$ cat src/rtl/l1b_bus_sequencer.sv
// Bus-cycle sequencer for a 65816 second processor: generates cpu_phi2 at a fast
// internal rate and stretches host-bus cycles to track the host 6502's phase-0 clock.
module l1b_bus_sequencer #(
  parameter int FAST_HALF = 2,
  parameter int TIMEOUT   = 255
) (
  input  logic hsclk,
  input  logic reset,
  input  logic bbc_phi0,
  input  logic cpu_vda,
  input  logic cpu_vpa,
  input  logic cpu_rnw,
  input  logic host_sel,
  input  logic ram_sel,
  output logic cpu_phi2,
  output logic ram_ceb,
  output logic ram_oeb,
  output logic ram_web,
  output logic host_cyc,
  output logic lat_en,
  output logic timeout_err
);

  typedef enum logic [2:0] {F_LO, F_HI, H_SYNC, H_LO, H_HI} state_t;

  localparam logic [2:0] HALF_LAST = 3'(FAST_HALF - 1);
  localparam logic [7:0] TO_LIMIT  = 8'(TIMEOUT);
  localparam bit         WR_FULL   = (FAST_HALF == 1);

  state_t     state, state_nxt;
  logic [2:0] hp_cnt, hp_cnt_nxt;
  logic [7:0] to_cnt, to_cnt_nxt, to_inc;
  logic       phi0_s1, phi0_s2, phi0_s3;
  logic       phi0_rise, phi0_fall, phi0_edge, phi0_fall_next;
  logic       valid, host_state, to_hit;
  logic       sram_cyc, wr_window;

  // NOTE: every signal assigned in always_comb gets a default first, so no path
  // through the block leaves it unassigned and no latch is inferred.
  always_comb begin
    phi0_rise      = phi0_s2 & ~phi0_s3;
    phi0_fall      = ~phi0_s2 & phi0_s3;
    phi0_edge      = phi0_rise | phi0_fall;
    // A fall will be seen by the edge detector on the following cycle.
    phi0_fall_next = phi0_s2 & ~phi0_s1;
    valid          = cpu_vda | cpu_vpa;
    host_state     = (state == H_SYNC) || (state == H_LO) || (state == H_HI);
    to_inc         = (to_cnt == 8'hFF) ? to_cnt : to_cnt + 8'd1;

    state_nxt  = state;
    to_cnt_nxt = to_cnt;
    to_hit     = 1'b0;

    case (state)
      F_LO:    if (hp_cnt == HALF_LAST) state_nxt = (host_sel & valid) ? H_SYNC : F_HI;
      F_HI:    if (hp_cnt == HALF_LAST) state_nxt = F_LO;
      H_SYNC:  if (phi0_fall) state_nxt = H_LO;
      H_LO:    if (phi0_rise) state_nxt = H_HI;
      H_HI:    if (phi0_fall) state_nxt = F_LO;
      default: state_nxt = F_LO;
    endcase

    // A phi0 edge always takes priority over an expiring timeout.
    if (host_state) begin
      if (phi0_edge) begin
        to_cnt_nxt = '0;
      end else begin
        to_cnt_nxt = to_inc;
        if (to_inc >= TO_LIMIT) begin
          to_hit    = 1'b1;
          state_nxt = F_LO;
        end
      end
    end
    if ((state_nxt == H_SYNC) && (state != H_SYNC)) to_cnt_nxt = '0;

    if (state_nxt != state)                     hp_cnt_nxt = '0;
    else if ((state == F_LO) || (state == F_HI)) hp_cnt_nxt = hp_cnt + 3'd1;
    else                                         hp_cnt_nxt = '0;

    // Host selection overrides SRAM selection when both decode true.
    sram_cyc  = (state_nxt == F_HI) & ram_sel & ~host_sel & valid;
    wr_window = WR_FULL || (hp_cnt_nxt < HALF_LAST);
  end

  // NOTE: sequential state uses non-blocking assignments so every register
  // samples the pre-edge values regardless of statement order.
  always_ff @(posedge hsclk) begin
    if (reset) begin
      state       <= F_LO;
      hp_cnt      <= '0;
      to_cnt      <= '0;
      phi0_s1     <= 1'b0;
      phi0_s2     <= 1'b0;
      phi0_s3     <= 1'b0;
      cpu_phi2    <= 1'b0;
      ram_ceb     <= 1'b1;
      ram_oeb     <= 1'b1;
      ram_web     <= 1'b1;
      host_cyc    <= 1'b0;
      lat_en      <= 1'b0;
      timeout_err <= 1'b0;
    end else begin
      state       <= state_nxt;
      hp_cnt      <= hp_cnt_nxt;
      to_cnt      <= to_cnt_nxt;
      phi0_s1     <= bbc_phi0;
      phi0_s2     <= phi0_s1;
      phi0_s3     <= phi0_s2;
      // Outputs are decoded from the next state so they line up with it.
      cpu_phi2    <= (state_nxt == F_HI) || (state_nxt == H_HI);
      ram_ceb     <= ~sram_cyc;
      ram_oeb     <= ~(sram_cyc & cpu_rnw);
      ram_web     <= ~(sram_cyc & ~cpu_rnw & wr_window);
      host_cyc    <= (state_nxt == H_LO) || (state_nxt == H_HI);
      lat_en      <= (state_nxt == H_HI) & phi0_fall_next;
      timeout_err <= timeout_err | to_hit;
    end
  end

endmodule
$ cat config.mk
export PLATFORM = sky130hd
export DESIGN_NAME = l1b_bus_sequencer
export DESIGN_NICKNAME = d
export VERILOG_FILES = /design/src/rtl/l1b_bus_sequencer.sv
export SDC_FILE = /design/constraint.sdc
export NUM_CORES = 1
export LEC_CHECK = 0
export ABC_AREA = 1
export CORE_MARGIN = 2
export CORE_UTILIZATION = 40
export CTS_CLUSTER_DIAMETER = 120
export DETAILED_ROUTE_END_ITERATION = 10
export GPL_ROUTABILITY_DRIVEN = 0
export MAX_ROUTING_LAYER = met4
export PLACE_DENSITY = 0.65
export SYNTH_ARGS = -nofsm -noshare
export SYNTH_HDL_FRONTEND = slang
export SYNTH_SLANG_ARGS = --single-unit
$ cat constraint.sdc
create_clock -name hsclk -period 4.5 [get_ports hsclk]
set_input_delay 1.125 -clock hsclk [delete_from_list [all_inputs] [get_ports hsclk]]
set_output_delay 1.125 -clock hsclk [all_outputs]
set_load 0.1 [all_outputs]
; Yosys cells after proc, flatten, opt, wreduce, memory -nomap -nowiden
; Index checks and enable logic that the tools add are counted.
[word_totals]
latchBits = 0
ff_bits = 24
elab_cells = 76
mem_bits_ro = 0
ramBits = 0
input_bits = 8
out_inout_bits = 7
memories = 0
[classes]
mux = 17
shifts = 0
eq_ne = 12
bitwise = 22
n_lt_le_gt_ge = 2
mul = 0
reduce_logical = 8
n_div = 0
add_sub_neg = 2
[op_table]
columns = op, count
row1 = $mux W3, 10
row2 = $mux W8, 2
row3 = $pmux W3 S5, 1
row4 = $eq A3 B2 Y1 const B, 4
row5 = $and A1 B1 Y1, 11
row6 = $eq A3 B1 Y1 const B, 3
row7 = $add A8 B1 Y8 const B, 1
row8 = $eq A8 B8 Y1 const B, 1
row9 = $ge A8 B8 Y1 const B, 1
row10 = $not A1 Y1, 8
row11 = $eq A3 B3 Y1 const B, 2
row12 = $logic_or A1 B1 Y1, 5
row13 = $add A3 B1 Y3 const B, 1
row14 = $logic_not A3 Y1, 1
row15 = $lt A3 B1 Y1 const B, 1
row16 = $mux W1, 3
row17 = $ne A3 B2 Y1 const B, 1
row18 = $ne A3 B3 Y1, 1
row19 = $or A1 B1 Y1, 3
row20 = $mux W2, 1
row21 = $reduce_or A2 Y1, 1
row22 = $logic_and A1 B1 Y1, 1

; Logic depth before layout (Yosys ltp)
; Gate-level depths: netlist (run 1).
[logic_depth]
depth_word = 15
mapped_depth = 16
depth_no_buf = 16

; Worst setup path after synthesis (run 1)
; No wires, ideal clock.
[synth_path]
path_kind = input to register
startpoint = input port cpu_vpa
endpoint = register ram_web
slack_ns = 2.105
path_buffers = 0
setup_time_ns = 0.118
t_required_ns = 4.382
stages = 11
arrival_ns = 2.277
cell_sequence = o21ai_0 > nand2_1 > nand2_1 > nand3_1 > nor3b_1 > o21ai_0 > nor2_1 > inv_1 > or2_2 > nor2_1 > nand2_1
[synth_between]
elab_chain_cells = 15
word_cells_on_any_way = 18
cone_classes = order compare (1) / eq/ne (2) / mux (7) / bitwise (8)
[synth_lines]
columns = item, line_no
row1 = "start, declared", 11  ; input logic cpu_vpa,
row2 = $or A1 B1 Y1 *, 46  ; valid = cpu_vda | cpu_vpa;
row3 = $and A1 B1 Y1, 55  ; F_LO: if (hp_cnt == HALF_LAST) state_nxt = (host_sel & valid) ? H_SYNC : F_HI;
row4 = $mux W2, 55
row5 = $mux W3, 55
row6 = $pmux W3 S5, 54  ; case (state)
row7 = $mux W3, 69  ; if (to_inc >= TO_LIMIT) begin
row8 = $mux W3, 65  ; if (phi0_edge) begin
row9 = $mux W3, 64  ; if (host_state) begin
row10 = $eq A3 B1 Y1, 82  ; sram_cyc = (state_nxt == F_HI) & ram_sel & ~host_sel & valid;
row11 = $and A1 B1 Y1 (3 in series), 82
row12 = $and A1 B1 Y1, 114  ; ram_web <= ~(sram_cyc & ~cpu_rnw & wr_window);
row13 = $and A1 B1 Y1 *, 114
row14 = $not A1 Y1 *, 114
row15 = "end signal, assigned", 114
row16 = "end, declared", 18  ; output logic ram_web,
; Every way passes the cells marked *; elsewhere a longest branch is shown, timed or not.
; A chain may end at the register's enable or synchronous reset.

; Worst setup path after layout (run 1)
[layout_path]
startpoint = register timeout_err
endpoint = output port timeout_err
[layout_lines]
columns = item, line_no
row1 = "start, declared", 21  ; output logic timeout_err
row2 = "start signal, assigned", 117  ; timeout_err <= timeout_err | to_hit;
; No word-level cell between the ends.

==> results.txt, run 1 <==
number of global-route vias before repair -> 1021
largest registers -> to_cnt (8), hp_cnt (3), state (3)
Setup Crit Path Kind -> flop to output pin
Top reg by flops -> to_cnt
Synth Cell Area -> 1330 sq um
Internal -> 0.411 mW
DRC viols -> 0
final core occ -> 50.8%
Psw -> 0.272 mW
Worst-Skew Late Latency -> 310 ps
Total GRT Usage -> 15.7%
setup bufs post-CTS -> 0
Crit path max-delay family -> buffers and inverters
startpoint types -> flop
Clk pwr share -> 22.2%
post-synthesis compound-gate area fraction -> 10.2%
area of all sequential standard cells -> 480 sq um
final setup violation count -> 0
Critical Path RT -> 3380 ps
Critical Path Sink Type -> output pin
Avg WL per Cell -> 10.4 microns
Starting Density -> 43.0%
CTS clk-pin slew, worst paths -> 120 ps
critical path arrival -> 1800 ps
drt first-iter violations -> 43
Synth Area in Adders -> 4.69%
Achievable Freq -> 0.342 GHz
net count after synthesis -> 195
clk root buf -> clkbuf_4
Antenna diodes -> 0
Final Skew -> 5.38 ps
Die ar. -> 3810 sq um
Layout Nets -> 213
layout cells sized above 1 -> 13.6%
P&R area growth vs syn -> 18.3%
max_slew headroom -> 35.3%
TNS Setup -> 0 ps
Mapped Cells -> 182
CTS Hold Buffers Added -> 0
GRT Residual Overflow -> 0
max reg flops -> 8
Max VDD drop -> 0.227 mV
vias -> 1173
Pre-Repair DR Iteration Count -> 4
Post-Synth XOR/XNOR Area -> 1.31%
Comb power frac -> 40.8%
mux cell area share after synthesis -> 0%
DP HPWL -> 1980 microns
crit-path cells -> clkdlybuf4s50_1
largest family of logic cells by synthesized area -> simple AND/OR/NAND/NOR gates
multi-input logic area -> 759 sq um
pwr dens -> 433 nW/um^2
io pins -> 15
Slew @ Worst Pin -> 968 ps
CTS resizes -> 0
Pins Over Slew Limit -> 0
die width -> 61.7 microns
Sw Share -> 39.9%
Worst path max stage delay -> 1130 ps
syn_area_per_cell -> 7.33 sq um
Layout fillers -> 328
CORE AREA -> 3100 sq um
Synth Register Bits -> 24
Critical Path Fanout Max -> 2
register area share after synthesis -> 36.0%
status -> complete, no violations
# H-tree levels -> 1
Buf+Inv Stages, Crit Path -> 1
count of unique library cells instantiated by Yosys -> 28
leak pwr -> 0.590 nW
Critical-path top delay cell -> clkdlybuf4s50_1
row count -> 20
Num CTS Buffers -> 3
WL final -> 2520 microns
CTS tree -> built
Syn. warnings -> 0
unrepaired setup endpoints after global routing -> no
first-pass GRT wire length -> 4310 microns
minimum clock period -> 2920 ps
via/cell ratio -> 4.83
Final ANT Viol Nets -> 0
total power -> 0.684 mW
CTS sink cnt -> 24
Final Hold Vio Count -> 0
maximum buffer depth of the clock tree -> 2
largest net degree at the start of global routing -> 16
worst hold path class -> flop to flop
Sequential Power Share -> 37.0%
Synth Area in Simple Gates -> 40.7%
number of port buffers -> 14
die height -> 61.7 microns
max cap viols -> 0
Tcrit/Tclk final -> 64.9%
initial antenna violation count -> 0
per-layer routing:
metal,part of all wire [%],GRT usage (%),wire length (microns),up-vias
met5,0,-,0,-
met4,0.87,5.47,22,0
met3,4.2,3.73,105,2
met2,48,25.7,1210,26
met1,47,19.0,1180,525
li1,-,-,-,620
logic make-up after synthesis:
logic type,Yosys count
adders and majority gates,5
AOI/OAI and AO/OA,22
buffers and inverters,25
DFF,24
xor gates and xnor gates,2
and+or+nand+nor,104
power groups by stage:
stage          logic (mW)  registers (mW)  clock network [mW]
4_1_cts             0.282           0.253               0.157
6_report            0.279           0.253               0.151
3_5_place_dp        0.281           0.258                   0
2_1_floorplan       0.192           0.285                   0
5_1_grt             0.312           0.256               0.169
3_3_place_gp        0.276           0.257                   0
cell usage in the layout (no fill, tap or decap), types with 2 or more instances in the layout:
cell              n
o21ai_0           4
o2111ai_1         2
nand3b_1          2
clkbuf_4          3
nor3b_1           3
clkdlybuf4s50_1  14
or2_2             2
nor2_1           21
nand3_1          14
inv_2             3
inv_1            21
ha_1              5
nor2_4            5
o21bai_1          2
a21oi_1          11
dfxtp_1          24
nand3_4           2
nand2_2           7
nand2_1          43
per-stage QoR:
stage	std cells	hold slack, ps	worst slack (ps)	area, sq um
after floorplan	182	397	2100	1330
after global placement	239	416	1590	1530
after detailed placement	239	415	1490	1530
after CTS	243	439	1550	1580
after global routing	243	454	1500	1580
final	243	437	1580	1580
cell type report:
type                       instances  share of cell area, %
tap                               44                   3.49
sequential                        24                   30.5
clock buffer                       3                   1.43
timing repair buffer              14                   8.88
multi-input combinational        133                   48.1
inverter                          24                   5.71
clock inverter                     1                   1.90
cells in the mapped netlist, drive strengths merged:
cell     count  area share (%)
inv         24             6.8
xor2         1            0.66
o2111ai      2             1.3
a21oi       11             4.1
o21ai        6             3.1
nor2        28              12
nand3       17             8.6
ha           5             4.7
clkbuf       1            0.28
or2          2            0.94
nand3b       2             1.1
xnor2        1            0.66
o21bai       2             1.1
o31ai        1            0.56
nor4         1            0.47
dfxtp       24              36
nand2       50              15
nor3         1            0.37
nor3b        3             1.7
path summary, 6_finish.rpt:
check                end  slack, ps         from  cells past startpoint
min reg2reg       lat_en        440      phi0_s1                      1
min               lat_en        440      phi0_s1                      1
max reg2reg    hp_cnt[2]       2410    to_cnt[1]                     13
max          timeout_err       1580  timeout_err                      1
Note: power is estimated with default switching activity, not from simulation.
==> inputs of run 2 (changes only) <==
Clock period 4.5 ns to 3.1 ns, I/O delays scaled along.
==> results.txt, run 2 (synthesis gave the netlist of run 1 again) <==
Final Hold Vio Count -> 0 (unchanged)
Sequential Power Share -> 36.9% (about the same)
commonest non-fill, non-tap cell in the layout -> nand2_1
Layout fillers -> 330 (+0.61%)
setup bufs post-CTS -> 0 (unchanged)
Layout Nets -> 213 (unchanged)
Buf+Inv Stages, Crit Path -> 2 (+1)
io pins -> 15 (unchanged)
Setup Crit Path Kind -> input pin to flop
CTS tree -> built
Antenna diodes -> 0 (unchanged)
Avg WL per Cell -> 10.4 microns (-0.16%)
Pre-Repair DR Iteration Count -> 4 (unchanged)
Worst-Skew Late Latency -> 320 ps (about the same)
crit-path cells -> clkdlybuf4s50_1, o21ai_0, nand2_1, nand2_1, nand3_1, nor3b_1, o21ai_0, nor2_1, inv_1, or2_2, nor2_1, nand2_1
status -> complete, no violations
leak pwr -> 0.598 nW (+1.2%)
final core occ -> 50.3% (-0.56 points)
Clk pwr share -> 22.5% (+0.3 points)
CP dominant cell by count -> nand2_1
max_slew headroom -> 64.1% (+29 points)
max cap viols -> 0 (unchanged)
Slew @ Worst Pin -> 537 ps (-430 ps)
Place WS -> 490 ps (-1000 ps)
clk root buf -> clkbuf_4
commonest cells after routing, fill and taps aside -> nand2_1, dfxtp_1, inv_1, nor2_1, nand3_1
Critical-path top delay cell -> clkdlybuf4s50_1
worst hold start -> phi0_s1
die width -> 61.7 microns (unchanged)
Final Skew -> 9.48 ps (+4.10 ps)
vias -> 1174 (+0.085%)
maximum buffer depth of the clock tree -> 2 (unchanged)
die height -> 61.7 microns (unchanged)
max reg flops -> 8 (unchanged)
largest net degree at the start of global routing -> 16 (unchanged)
Achievable Freq -> 0.442 GHz
Max VDD drop -> 0.396 mV (+75%)
pwr dens -> 639 nW/um^2 (+47%)
Psw -> 0.401 mW (+47%)
post-route cell area -> 1560 sq um (-1.1%)
GRT Residual Overflow -> 0 (unchanged)
Critical Path Sink Type -> flop
drt first-iter violations -> 30 (-30%)
Sw Share -> 40.3% (+0.44 points)
initial antenna violation count -> 0 (unchanged)
Final ANT Viol Nets -> 0 (unchanged)
PnR worst setup slack -> 837 ps (-741 ps)
Comb power frac -> 40.6% (-0.2 points)
Tcrit/Tclk final -> 73.0%
via/cell ratio -> 4.83 (about the same)
CTS sink cnt -> 24 (unchanged)
critical path arrival -> 2480 ps (+680 ps)
unrepaired setup endpoints after global routing -> no
row count -> 20 (unchanged)
first-pass GRT wire length -> 4460 microns (+3.7%)
DRC viols -> 0 (unchanged)
CTS clk-pin slew, worst paths -> 130 ps (about the same)
TNS Setup -> 0 ps (unchanged)
Crit path max-delay family -> simple AND/OR/NAND/NOR gates
Num CTS Buffers -> 3 (unchanged)
largest registers -> to_cnt (8), hp_cnt (3), state (3)
Pins Over Slew Limit -> 0 (unchanged)
Placed Area -> 1510 sq um (-1.1%)
number of port buffers -> 14 (unchanged)
CTS resizes -> 0 (unchanged)
Top reg by flops -> to_cnt
CORE AREA -> 3100 sq um (unchanged)
Starting Density -> 43.0% (unchanged)
minimum clock period -> 2260 ps
# H-tree levels -> 1 (unchanged)
number of global-route vias before repair -> 1104 (+8.1%)
Internal -> 0.595 mW (+45%)
worst hold path class -> flop to flop
CTS Hold Buffers Added -> 0 (unchanged)
WL final -> 2520 microns (-0.16%)
Critical Path Fanout Max -> 3 (+1)
startpoint types -> input pin
Die ar. -> 3810 sq um (unchanged)
final setup violation count -> 0 (unchanged)
Critical Path RT -> 3320 ps (-60 ps)
P&R area growth vs syn -> 17.0%
Worst path max stage delay -> 410 ps (-720 ps)
DP HPWL -> 2010 microns (+1.3%)
crit path from -> cpu_vpa
Total GRT Usage -> 15.8% (+0.075 points)
Reg2Reg Launch Point -> to_cnt[0]
layout cells sized above 1 -> 17.1% (+3.5 points)
==> run 2: cell count changes in the layout (fill, tap and decap cells not counted) <==
cell             previous run  this run
clkdlybuf4s50_1            14         7
buf_4                       0         7
==> run 2: layer usage <==
| metal | global-route usage, % | up-vias | share of wire, % |
|---|---|---|---|
| li1 | - | 621 | - |
| met1 | 19.4 | 525 | 47 |
| met3 | 3.93 | 0 | 4.5 |
| met4 | 2.74 | 0 | 0 |
| met5 | - | - | 0 |
| met2 | 26.6 | 28 | 48 |
==> run 2: stage by stage <==
stage	power, mW	std cells	hold slack, ps
after detailed placement	0.779	239	416
after global routing	1.07	243	456
after global placement	0.771	239	414
final	0.996	243	431
after floorplan	0.693	182	397
after CTS	1.00	243	437
==> run 2: layout make-up <==
type | instances | area (sq um) | share of cell area, %
clock inverters | 1 | 30.0 | 1.92
clock buffers | 3 | 22.5 | 1.44
well taps | 44 | 55.1 | 3.53
multi-input cells | 133 | 759 | 48.7
repair buffers | 14 | 123 | 7.86
inverters | 24 | 90.1 | 5.77
flip-flops and latches | 24 | 480 | 30.8
==> run 2: worst paths after layout <==
check	slack [ps]	cells after the start	to
hold reg to reg	430	1	lat_en
setup reg to reg	1010	13	hp_cnt[0]
hold / removal	430	1	lat_en
setup / recovery	840	12	ram_web
==> run 2: power groups by stage <==
stage | sequential [mW] | combinational [mW] | clock [mW]
after floorplan | 0.414 | 0.278 | 0
after global placement | 0.373 | 0.399 | 0
after detailed placement | 0.374 | 0.405 | 0
after CTS | 0.367 | 0.406 | 0.230
after global routing | 0.372 | 0.456 | 0.240
final | 0.367 | 0.405 | 0.224
==> inputs of run 3 (changes only) <==
Clock period 3.1 ns to 2.2 ns, I/O delays scaled along.
==> results.txt, run 3 (synthesis gave the netlist of run 1 again) <==
max reg flops -> 8 (unchanged)
Avg WL per Cell -> 10.8 microns (+4.7%)
Die ar. -> 3810 sq um (unchanged)
startpoint types -> flop
Placed Instances -> 245 (+2.5%)
Layout fillers -> 320 (-3.0%)
total power -> 1.51 mW (+52%)
critical path arrival -> 2260 ps (-220 ps)
CTS clk-pin slew, worst paths -> 140 ps (about the same)
io pins -> 15 (unchanged)
Num CTS Buffers -> 3 (unchanged)
worst hold path class -> flop to flop
Top reg by flops -> to_cnt
via/cell ratio -> 4.83 (about the same)
layout cells sized above 1 -> 25.8% (+8.8 points)
row count -> 20 (unchanged)
largest net degree at the start of global routing -> 15 (-1)
Pre-Repair DR Iteration Count -> 4 (unchanged)
clk root buf -> clkbuf_4
DRC viols -> 0 (unchanged)
CORE AREA -> 3100 sq um (unchanged)
CTS tree -> built
Total GRT Usage -> 17.0% (+1.2 points)
max_slew headroom -> 67.1% (+3.1 points)
Layout Nets -> 223 (+4.7%)
PnR worst setup slack -> 165 ps (-672 ps)
final setup violation count -> 0 (unchanged)
# H-tree levels -> 1 (unchanged)
die width -> 61.7 microns (unchanged)
leak pwr -> 0.668 nW (+12%)
CTS sink cnt -> 24 (unchanged)
die height -> 61.7 microns (unchanged)
DP HPWL -> 2060 microns (+2.5%)
status -> complete, no violations
commonest non-fill, non-tap cell in the layout -> nand2_1
Tcrit/Tclk final -> 92.5%
Setup Crit Path Kind -> flop to flop
commonest cells after routing, fill and taps aside -> nand2_1, dfxtp_1, inv_1
WL final -> 2750 microns (+9.0%)
Critical Path Fanout Max -> 8 (+5)
Place WS -> -194 ps (-685 ps)
initial antenna violation count -> 0 (unchanged)
Slew @ Worst Pin -> 489 ps (-48.7 ps)
P&R area growth vs syn -> 26.6%
Final ANT Viol Nets -> 0 (unchanged)
Layout Cells excl Fill -> 253 (+4.1%)
Antenna diodes -> 0 (unchanged)
number of global-route vias before repair -> 1138 (+3.1%)
Final Hold Vio Count -> 0 (unchanged)
Critical Path RT -> 2420 ps (-900 ps)
max cap viols -> 0 (unchanged)
Final Skew -> 11.8 ps (+2.31 ps)
first-pass GRT wire length -> 4750 microns (+6.3%)
Pins Over Slew Limit -> 0 (unchanged)
Critical Path Sink Type -> flop
maximum buffer depth of the clock tree -> 2 (unchanged)
drt first-iter violations -> 23 (-23%)
GRT Residual Overflow -> 0 (unchanged)
number of port buffers -> 14 (unchanged)
CTS Hold Buffers Added -> 0 (unchanged)
Worst-Skew Late Latency -> 330 ps (about the same)
pwr dens -> 895 nW/um^2 (+40%)
Max VDD drop -> 0.518 mV (+31%)
Starting Density -> 43.0% (unchanged)
minimum clock period -> 2040 ps
TNS Setup -> 0 ps (unchanged)
vias -> 1222 (+4.1%)
largest registers -> to_cnt (8), hp_cnt (3), state (3)
Achievable Freq -> 0.491 GHz
-- run 3: per-layer routing --
metal / global-route usage (%) / up-vias / share of wire, %
met4: 4.56 / 0 / 1.2
met2: 27.4 / 21 / 49
met3: 3.73 / 5 / 3.2
met5: - / - / 0
met1: 21.6 / 560 / 47
li1: - / 636 / -
-- run 3: through the flow --
stage	hold slack (ps)	utilization, %	area [sq um]
global route	459	54.4	1690
finish	431	54.4	1690
CTS	441	51.7	1610
global placement	418	50.0	1550
floorplan	397	-	1330
detailed placement	419	50.0	1550
-- run 3: power breakdown --
part	total (mW)	internal (mW)	leakage, nW	switching [mW]
Clock	0.320	0.184	0.0279	0.136
Sequential	0.522	0.482	0.196	0.0403
Combinational	0.669	0.238	0.444	0.430
Total	1.51	0.905	0.668	0.607
-- run 3: path summary, 6_finish.rpt --
| check | from | endpoint | slack (ps) | depth (start not counted) |
|---|---|---|---|---|
| hold / removal | phi0_s1 | lat_en | 430 | 1 |
| hold reg to reg | phi0_s1 | lat_en | 430 | 1 |
| setup / recovery | to_cnt[0] | ram_web | 160 | 15 |
| setup reg to reg | to_cnt[0] | ram_web | 160 | 15 |
-- run 3: timing repair --
action	4_1_cts	5_1_grt
setup buffers	0	4
gates resized for setup	0	16
endpoints found under the setup margin	0	4
endpoints found under the hold margin	0	0
-- run 3: area by class of cell --
cell class / instances / area (sq um) / share of cell area (%)
clock buffer: 3 / 22.5 / 1.33
sequential: 24 / 488 / 28.9
tap: 44 / 55.1 / 3.26
timing repair buffer: 24 / 198 / 11.7
inverter: 24 / 90.1 / 5.33
clock inverter: 1 / 30.0 / 1.78
multi-input combinational: 133 / 806 / 47.7
-- run 3: critical path: stages (launching register included) --
cell	delay (ps)
dfxtp_4	400
ha_1	190
nand2_2	100
nor2_4	170
buf_4	130
nand3b_1	130
nand3_4	130
nor2_4	40
nand3_4	130
nand2_2	70
nand2_1	80
nand2_2	70
nand3_4	100
nor2_1	50
nor2_1	80
nand2_1	60
